<file path="src/rtl/color_conv_ctrl.sv">
// Job sequencer for the RGB-to-YCbCr streamer: takes one job descriptor,
// clears the streamer, programs the source/sink address generators,
// launches both streams together and reports completion or timeout.

package color_conv_ctrl_pkg;

    // Address-generator control presented to one stream endpoint.
    typedef struct packed {
        logic        req_start;
        logic [31:0] base_addr;
        logic [31:0] trans_size;
        logic [31:0] line_length;
        logic [31:0] line_stride;
        logic [31:0] feat_length;
        logic [31:0] feat_stride;
        logic [31:0] loop_outer;
        logic [1:0]  realign_type;
        logic [31:0] step;
    } ctrl_sourcesink_t;

    // Status returned by one stream endpoint.
    typedef struct packed {
        logic ready_start;
        logic done;
    } flags_sourcesink_t;

endpackage

module color_conv_ctrl
    import color_conv_ctrl_pkg::*;
#(
    parameter int STREAM_WIDTH   = 96,
    parameter int CNT_WIDTH      = 16,
    parameter int TIMEOUT_CYCLES = 65535
) (
    input  logic                 clk_i,
    input  logic                 rst_ni,
    input  logic                 start_i,
    input  logic [31:0]          src_addr_i,
    input  logic [31:0]          dst_addr_i,
    input  logic [CNT_WIDTH-1:0] n_pixels_i,
    output logic                 clear_o,
    output ctrl_sourcesink_t     source_ctrl_o,
    input  flags_sourcesink_t    source_flags_i,
    output ctrl_sourcesink_t     sink_ctrl_o,
    input  flags_sourcesink_t    sink_flags_i,
    output logic                 busy_o,
    output logic                 done_o,
    output logic                 err_o,
    output logic [31:0]          cycles_o
);

    localparam int          PIX_PER_WORD = STREAM_WIDTH / 24;
    localparam logic [31:0] STEP_BYTES   = 32'(STREAM_WIDTH / 8);
    localparam bit          TO_EN        = (TIMEOUT_CYCLES != 0);
    // Value of the RUN counter during the last permitted RUN cycle.
    localparam logic [31:0] TO_LAST      = TO_EN ? 32'(TIMEOUT_CYCLES - 1) : 32'd0;

    typedef enum logic [2:0] {
        S_IDLE,
        S_CLEAR,
        S_LAUNCH,
        S_RUN,
        S_DONE
    } state_t;

    state_t               state_q;
    logic [31:0]          src_addr_q;
    logic [31:0]          dst_addr_q;
    logic [CNT_WIDTH-1:0] n_words_q;
    logic                 cfg_valid_q;
    logic                 clear_q;
    logic                 done_q;
    logic                 err_q;
    logic                 src_done_q;
    logic                 snk_done_q;
    logic [31:0]          cnt_q;
    logic [31:0]          cycles_q;
    logic [31:0]          run_cnt_q;

    // One extra bit on the rounding sum so the maximum pixel count cannot wrap.
    logic [CNT_WIDTH:0]   n_sum;
    logic [CNT_WIDTH-1:0] n_words_d;
    logic [31:0]          cnt_d;
    logic                 launch_fire;
    logic                 src_done_d;
    logic                 snk_done_d;
    logic                 timeout_hit;

    // Word count, saturating cycle count, launch handshake and done tracking.
    always_comb begin
        n_sum       = {1'b0, n_pixels_i} + (CNT_WIDTH+1)'(PIX_PER_WORD - 1);
        n_words_d   = CNT_WIDTH'(n_sum / (CNT_WIDTH+1)'(PIX_PER_WORD));
        cnt_d       = (cnt_q == 32'hFFFF_FFFF) ? cnt_q : cnt_q + 32'd1;
        launch_fire = (state_q == S_LAUNCH) && source_flags_i.ready_start
                      && sink_flags_i.ready_start;
        src_done_d  = src_done_q | source_flags_i.done;
        snk_done_d  = snk_done_q | sink_flags_i.done;
        timeout_hit = TO_EN && (run_cnt_q == TO_LAST);
    end

    // Builds the address-generator fields shared by both streams.
    function automatic ctrl_sourcesink_t cfg_fields(input logic [31:0] base,
                                                    input logic [CNT_WIDTH-1:0] nw);
        ctrl_sourcesink_t c;
        c              = '0;
        c.base_addr    = base;
        c.trans_size   = 32'(nw);
        c.line_length  = 32'(nw);
        c.line_stride  = 32'd0;
        c.feat_length  = 32'd1;
        c.feat_stride  = 32'd0;
        c.loop_outer   = 32'd0;
        c.realign_type = 2'd0;
        c.step         = STEP_BYTES;
        return c;
    endfunction

    // Stream control: fields held while a launched job is in flight, start pulse on handshake.
    always_comb begin
        source_ctrl_o = '0;
        sink_ctrl_o   = '0;
        if (cfg_valid_q) begin
            source_ctrl_o = cfg_fields(src_addr_q, n_words_q);
            sink_ctrl_o   = cfg_fields(dst_addr_q, n_words_q);
        end
        source_ctrl_o.req_start = launch_fire;
        sink_ctrl_o.req_start   = launch_fire;
    end

    // Job sequencer: IDLE -> CLEAR -> LAUNCH -> RUN -> DONE, with zero-length and timeout shortcuts.
    always_ff @(posedge clk_i or negedge rst_ni) begin
        if (!rst_ni) begin
            state_q     <= S_IDLE;
            src_addr_q  <= '0;
            dst_addr_q  <= '0;
            n_words_q   <= '0;
            cfg_valid_q <= 1'b0;
            clear_q     <= 1'b0;
            done_q      <= 1'b0;
            err_q       <= 1'b0;
            src_done_q  <= 1'b0;
            snk_done_q  <= 1'b0;
            cnt_q       <= '0;
            cycles_q    <= '0;
            run_cnt_q   <= '0;
        end else begin
            clear_q <= 1'b0;
            done_q  <= 1'b0;
            if (state_q != S_IDLE) begin
                cnt_q <= cnt_d;
            end
            unique case (state_q)
                S_IDLE: begin
                    if (start_i) begin
                        src_addr_q <= src_addr_i;
                        dst_addr_q <= dst_addr_i;
                        n_words_q  <= n_words_d;
                        err_q      <= 1'b0;
                        cnt_q      <= '0;
                        clear_q    <= 1'b1;
                        state_q    <= S_CLEAR;
                    end
                end
                S_CLEAR: begin
                    if (n_words_q == '0) begin
                        done_q  <= 1'b1;
                        state_q <= S_DONE;
                    end else begin
                        cfg_valid_q <= 1'b1;
                        state_q     <= S_LAUNCH;
                    end
                end
                S_LAUNCH: begin
                    if (launch_fire) begin
                        run_cnt_q  <= '0;
                        src_done_q <= 1'b0;
                        snk_done_q <= 1'b0;
                        state_q    <= S_RUN;
                    end
                end
                S_RUN: begin
                    if (src_done_d && snk_done_d) begin
                        // A completion arriving in the last allowed cycle beats the watchdog.
                        done_q  <= 1'b1;
                        state_q <= S_DONE;
                    end else if (timeout_hit) begin
                        err_q   <= 1'b1;
                        clear_q <= 1'b1;
                        done_q  <= 1'b1;
                        state_q <= S_DONE;
                    end else begin
                        src_done_q <= src_done_d;
                        snk_done_q <= snk_done_d;
                        if (TO_EN) begin
                            run_cnt_q <= run_cnt_q + 32'd1;
                        end
                    end
                end
                S_DONE: begin
                    // The DONE cycle itself belongs to the job, hence the incremented count.
                    cycles_q    <= cnt_d;
                    src_done_q  <= 1'b0;
                    snk_done_q  <= 1'b0;
                    cfg_valid_q <= 1'b0;
                    state_q     <= S_IDLE;
                end
                default: begin
                    state_q <= S_IDLE;
                end
            endcase
        end
    end

    assign clear_o  = clear_q;
    assign done_o   = done_q;
    assign err_o    = err_q;
    assign cycles_o = cycles_q;
    assign busy_o   = (state_q != S_IDLE);

endmodule

</file>
<file path="config.mk">
export PLATFORM = sky130hd
export DESIGN_NAME = color_conv_ctrl
export DESIGN_NICKNAME = d
export VERILOG_FILES = /design/src/rtl/color_conv_ctrl.sv
export SDC_FILE = /design/constraint.sdc
export NUM_CORES = 1
export LEC_CHECK = 0
export ABC_AREA = 1
export CORE_AREA = 10 10 244 246
export CTS_CLUSTER_DIAMETER = 50
export DETAILED_ROUTE_END_ITERATION = 10
export DIE_AREA = 0 0 254 256
export GPL_TIMING_DRIVEN = 0
export MAX_ROUTING_LAYER = met4
export PLACE_DENSITY_LB_ADDON = 0.1
export SYNTH_ARGS = -nofsm -noshare
export SYNTH_HDL_FRONTEND = slang
export SYNTH_SLANG_ARGS = --single-unit
</file>
<file path="constraint.sdc">
create_clock -name clk_i -period 1.6 [get_ports clk_i]
set_input_delay 0.16 -clock clk_i [delete_from_list [all_inputs] [get_ports clk_i]]
set_output_delay 0.16 -clock clk_i [all_outputs]
set_load 0.02 [all_outputs]
</file>
==> results.md <==
- Status: finished with violations
- Failing checks: negative setup slack
- Synth unique cells: 32
- Logic pwr share: 0.634
- Area after DPL: 0.01845 mm2
- Top FF cell, synth: dfrtp_1
- Worst reg2reg startpoint: run_cnt_q[0]
- Fmax: 0.5425 GHz
- DIE AREA: 0.06502 mm2
- Peak VDD IR: 0.9946 mV
- Post-route clock period utilization: 1.152
- Synth area leader: dfrtp_1
- Hold WC Path Type: in -> reg
- Routed length on met2: 26950 um
- Capturing point of the worst reg2reg path: run_cnt_q[14]
- Setup ws final: -0.2434 ns
- DRT iter0 DRCs: 628
- DR pass1 iterations: 5
- Top sig layer: met4
- Post-layout min period: 1.843 ns
- Crit end category: output port
- Internal: 17.73 mW
- Worst Tran Pin Value: 0.6904 ns
- TritonCTS buffer count: 17
- CTS Sinks: 184
- Number of synthesized flops with an enable pin: 0
- Placer Congestion: 0.8847
- Die Height: 256 um
- Leakage power: 11.58 nW
- R2r setup slk: -0.13 ns
- Setup TNS: -20.91 ns
- Via/cell ratio: 3.754
- CP Buf/Inv Count: 4
- Final Cell Area: 0.02073 mm2
- Grt ovf: 0
- First-pass GRT wire length: 77890 um
- Ports: 641
- Reg power frac: 0.227
- Largest net degree at the start of global routing: 105
- CP max stage cell: dfrtp_1
- Power density cells: 1580 mW/mm2
- Endpoints failing setup: 194
- Mapped Area: 0.01354 mm2
- DRT met1 WL: 20630 um
- Commonest cells in the synthesized netlist: 731 x nand2_1, 440 x buf_4, 184 x dfrtp_1
- Root Driver: clkbuf_16
- ANT nets after route: 0
- CP Capture Point: source_ctrl_o[258]
- Async SR Flop Fraction: 1.000
- Vias in the first global route: 12599
- Critical Path Start: state_q[2]
- Switching share of power: 0.4590
- Max incr delay on CP: 0.41 ns
- WP data arrival: 1.68 ns
- WL final: 52970 um
- Final Net Count: 2759
- GRT Util Overall: 0.1614
- Worst-skew pair later-pin latency: 0.46 ns
- Max Root-Sink Buffers: 2
- Post-route DRC: 0
- Final hold vios: 0
- Met3 WL: 4693 um
- WL/cell: 15.58 um
- Final HPWL from detailed placement: 42670 um
- Fill cells: 5825
- Vias: 12765
- Critical Path Stages: 6
- Max Slew Vio Count: 0
- Syn avg cell area: 6.995 um2
- Crit-path most repeated cell: buf_4
- Die X: 254 um
- Port Buffers: 254
- Core outline area: 0.05466 mm2
- Crit path required time: 1.44 ns
- Clock network fraction of total power: 0.139
- Top cells by area, synth: dfrtp_1 34%, buf_4 24%, nand2_1 20%
- Row Count: 86
- Pwr Total: 32.77 mW
- Register bit total from synthesis: 184
- Worst Skew: 0.01046 ns
- Worst Reg-to-Reg Cells: 12
- NetSw: 15.04 mW
- Clk slew on worst S/H paths: 0.08 ns
- Mapped Cells: 1935
- CP Launch Type: flip-flop
- Max-slew headroom: 0.5397
- H-tree levels: 4
- Initial antenna violation count: 12
- Cell Chain, Critical Path: buf_4 > nor2_4 > inv_2 > nor3_4 > buf_4 > buf_6
- MaxCap Viol Count: 0
- Initial core utilization: 0.2476
- Ys Warns: 0
- Util after Layout: 0.3793
- Post-synth top area share: 0.3402
- Most frequent cell after synthesis: nand2_1
- Layout area overhead: 53.19%
- Fraction of layout cells with a size suffix above 1: 0.3561
- CP max FO: 3
- Crit path kind: reg -> out
- Part of the Yosys area used for sequential elements: 0.3402
- RSZ-0062 raised after global routing: yes
- Worst path top cell family by delay: buffers and inverters
- CTS tree: built
-- power by group through the flow --
stage | registers [mW] | clock network [mW] | logic [mW]
after floorplan | 7.71 | 0 | 9.93
after global placement | 7.49 | 0 | 18.2
after detailed placement | 7.50 | 0 | 18.1
after CTS | 7.39 | 4.71 | 19.7
after global routing | 7.66 | 4.90 | 22.4
final | 7.45 | 4.56 | 20.8
-- cell usage in the layout (no fill, tap or decap), types with 11 or more instances in the layout --
cell type	n
clkdlybuf4s50_1	116
buf_4	537
nand2_2	58
dfrtp_2	24
nor2_1	109
clkbuf_16	27
nand2_1	658
nand3_1	76
buf_12	11
dfrtp_1	160
buf_6	79
conb_1	386
buf_2	27
inv_2	22
nand2_4	35
nor2_4	18
nor2_2	16
diode_2	14
xor2_1	13
inv_1	121
o21ai_2	24
nand3b_1	18
o21ai_0	28
-- final cells by class --
cell class | instances | area, um2 | area share
flip-flops and latches | 184 | 4634 | 0.2235
clock inverters | 15 | 181.4 | 0.008750
clock buffers | 17 | 425.4 | 0.02052
repair buffers | 334 | 3244 | 0.1565
plain buffers | 486 | 3869 | 0.1866
inverters | 156 | 630.6 | 0.03041
well taps | 704 | 880.8 | 0.04248
diodes | 14 | 35.03 | 0.001690
multi-input cells | 1490 | 6834 | 0.3296
-- registers in the layout, summed over array words and instances, names as in the netlist --
register	cells
src_done_q	1
cnt_q	32
clear_o	1
run_cnt_q	32
n_words_q	15
cfg_valid_q	1
done_o	1
state_q	3
dst_addr_q	32
cycles_o	32
snk_done_q	1
err_o	1
src_addr_q	32
-- how the worst min path moves through the flow --
stage,start,endpoint,slack (ns),cells after the start
after floorplan,rst_ni,cfg_valid_q,-0.14,0
final,src_addr_i[3],src_addr_q[3],0.22,3
after CTS,src_addr_i[2],src_addr_q[2],0.19,3
after global placement,src_addr_q[13],src_addr_q[13],0.46,2
after global routing,dst_addr_i[9],dst_addr_q[9],0.22,3
after detailed placement,rst_ni,cycles_o[7],0.23,1
-- through the flow --
step / setup WS, ns / instances / hold slack (ns)
2_1_floorplan: 0.0005848 / 2320 / -0.1356
3_3_place_gp: -9.267 / 3278 / 0.4627
3_5_place_dp: -1.254 / 3279 / 0.2277
4_1_cts: -0.3000 / 3364 / 0.1906
5_1_grt: -0.3084 / 3398 / 0.2180
6_report: -0.2434 / 3400 / 0.2166
-- worst min-delay path, delay by kind of cell --
| kind | cells | cell delay [ns] |
|---|---|---|
| and+or+nand+nor | 2 | 0.10 |
| buffers and inverters | 1 | 0.39 |
-- cell families (layout without fill, tap and decap cells) --
kind of cell	Yosys count	count (layout)	synth area share
adder cells (fa/ha/maj)	3	3	0.002773
AND/OR/NAND/NOR	1016	1016	0.3054
buffers and inverters	646	1008	0.3086
AO/OA/AOI/OAI	71	71	0.03374
flip-flops	184	184	0.3402
XOR/XNOR	14	14	0.009059
other	1	400	0.0002770
-- layer usage --
metal,global-route usage,vias to the layer above
met2,0.2769,366
met4,0.03892,0
met3,0.05665,44
li1,-,6538
met1,0.1753,5817
met5,-,-
-- timing repair --
| action | 4_1_cts | 5_1_grt |
|---|---|---|
| pin swaps | 8 | 31 |
| hold buffers | 1 | 0 |
| gates cloned | 5 | 7 |
| setup endpoints to repair | 350 | 343 |
| endpoints found under the hold margin | 80 | 0 |
| buffers inserted | 47 | 25 |
| gates resized for setup | 857 | 247 |
Note: power is estimated with default switching activity, not from simulation.
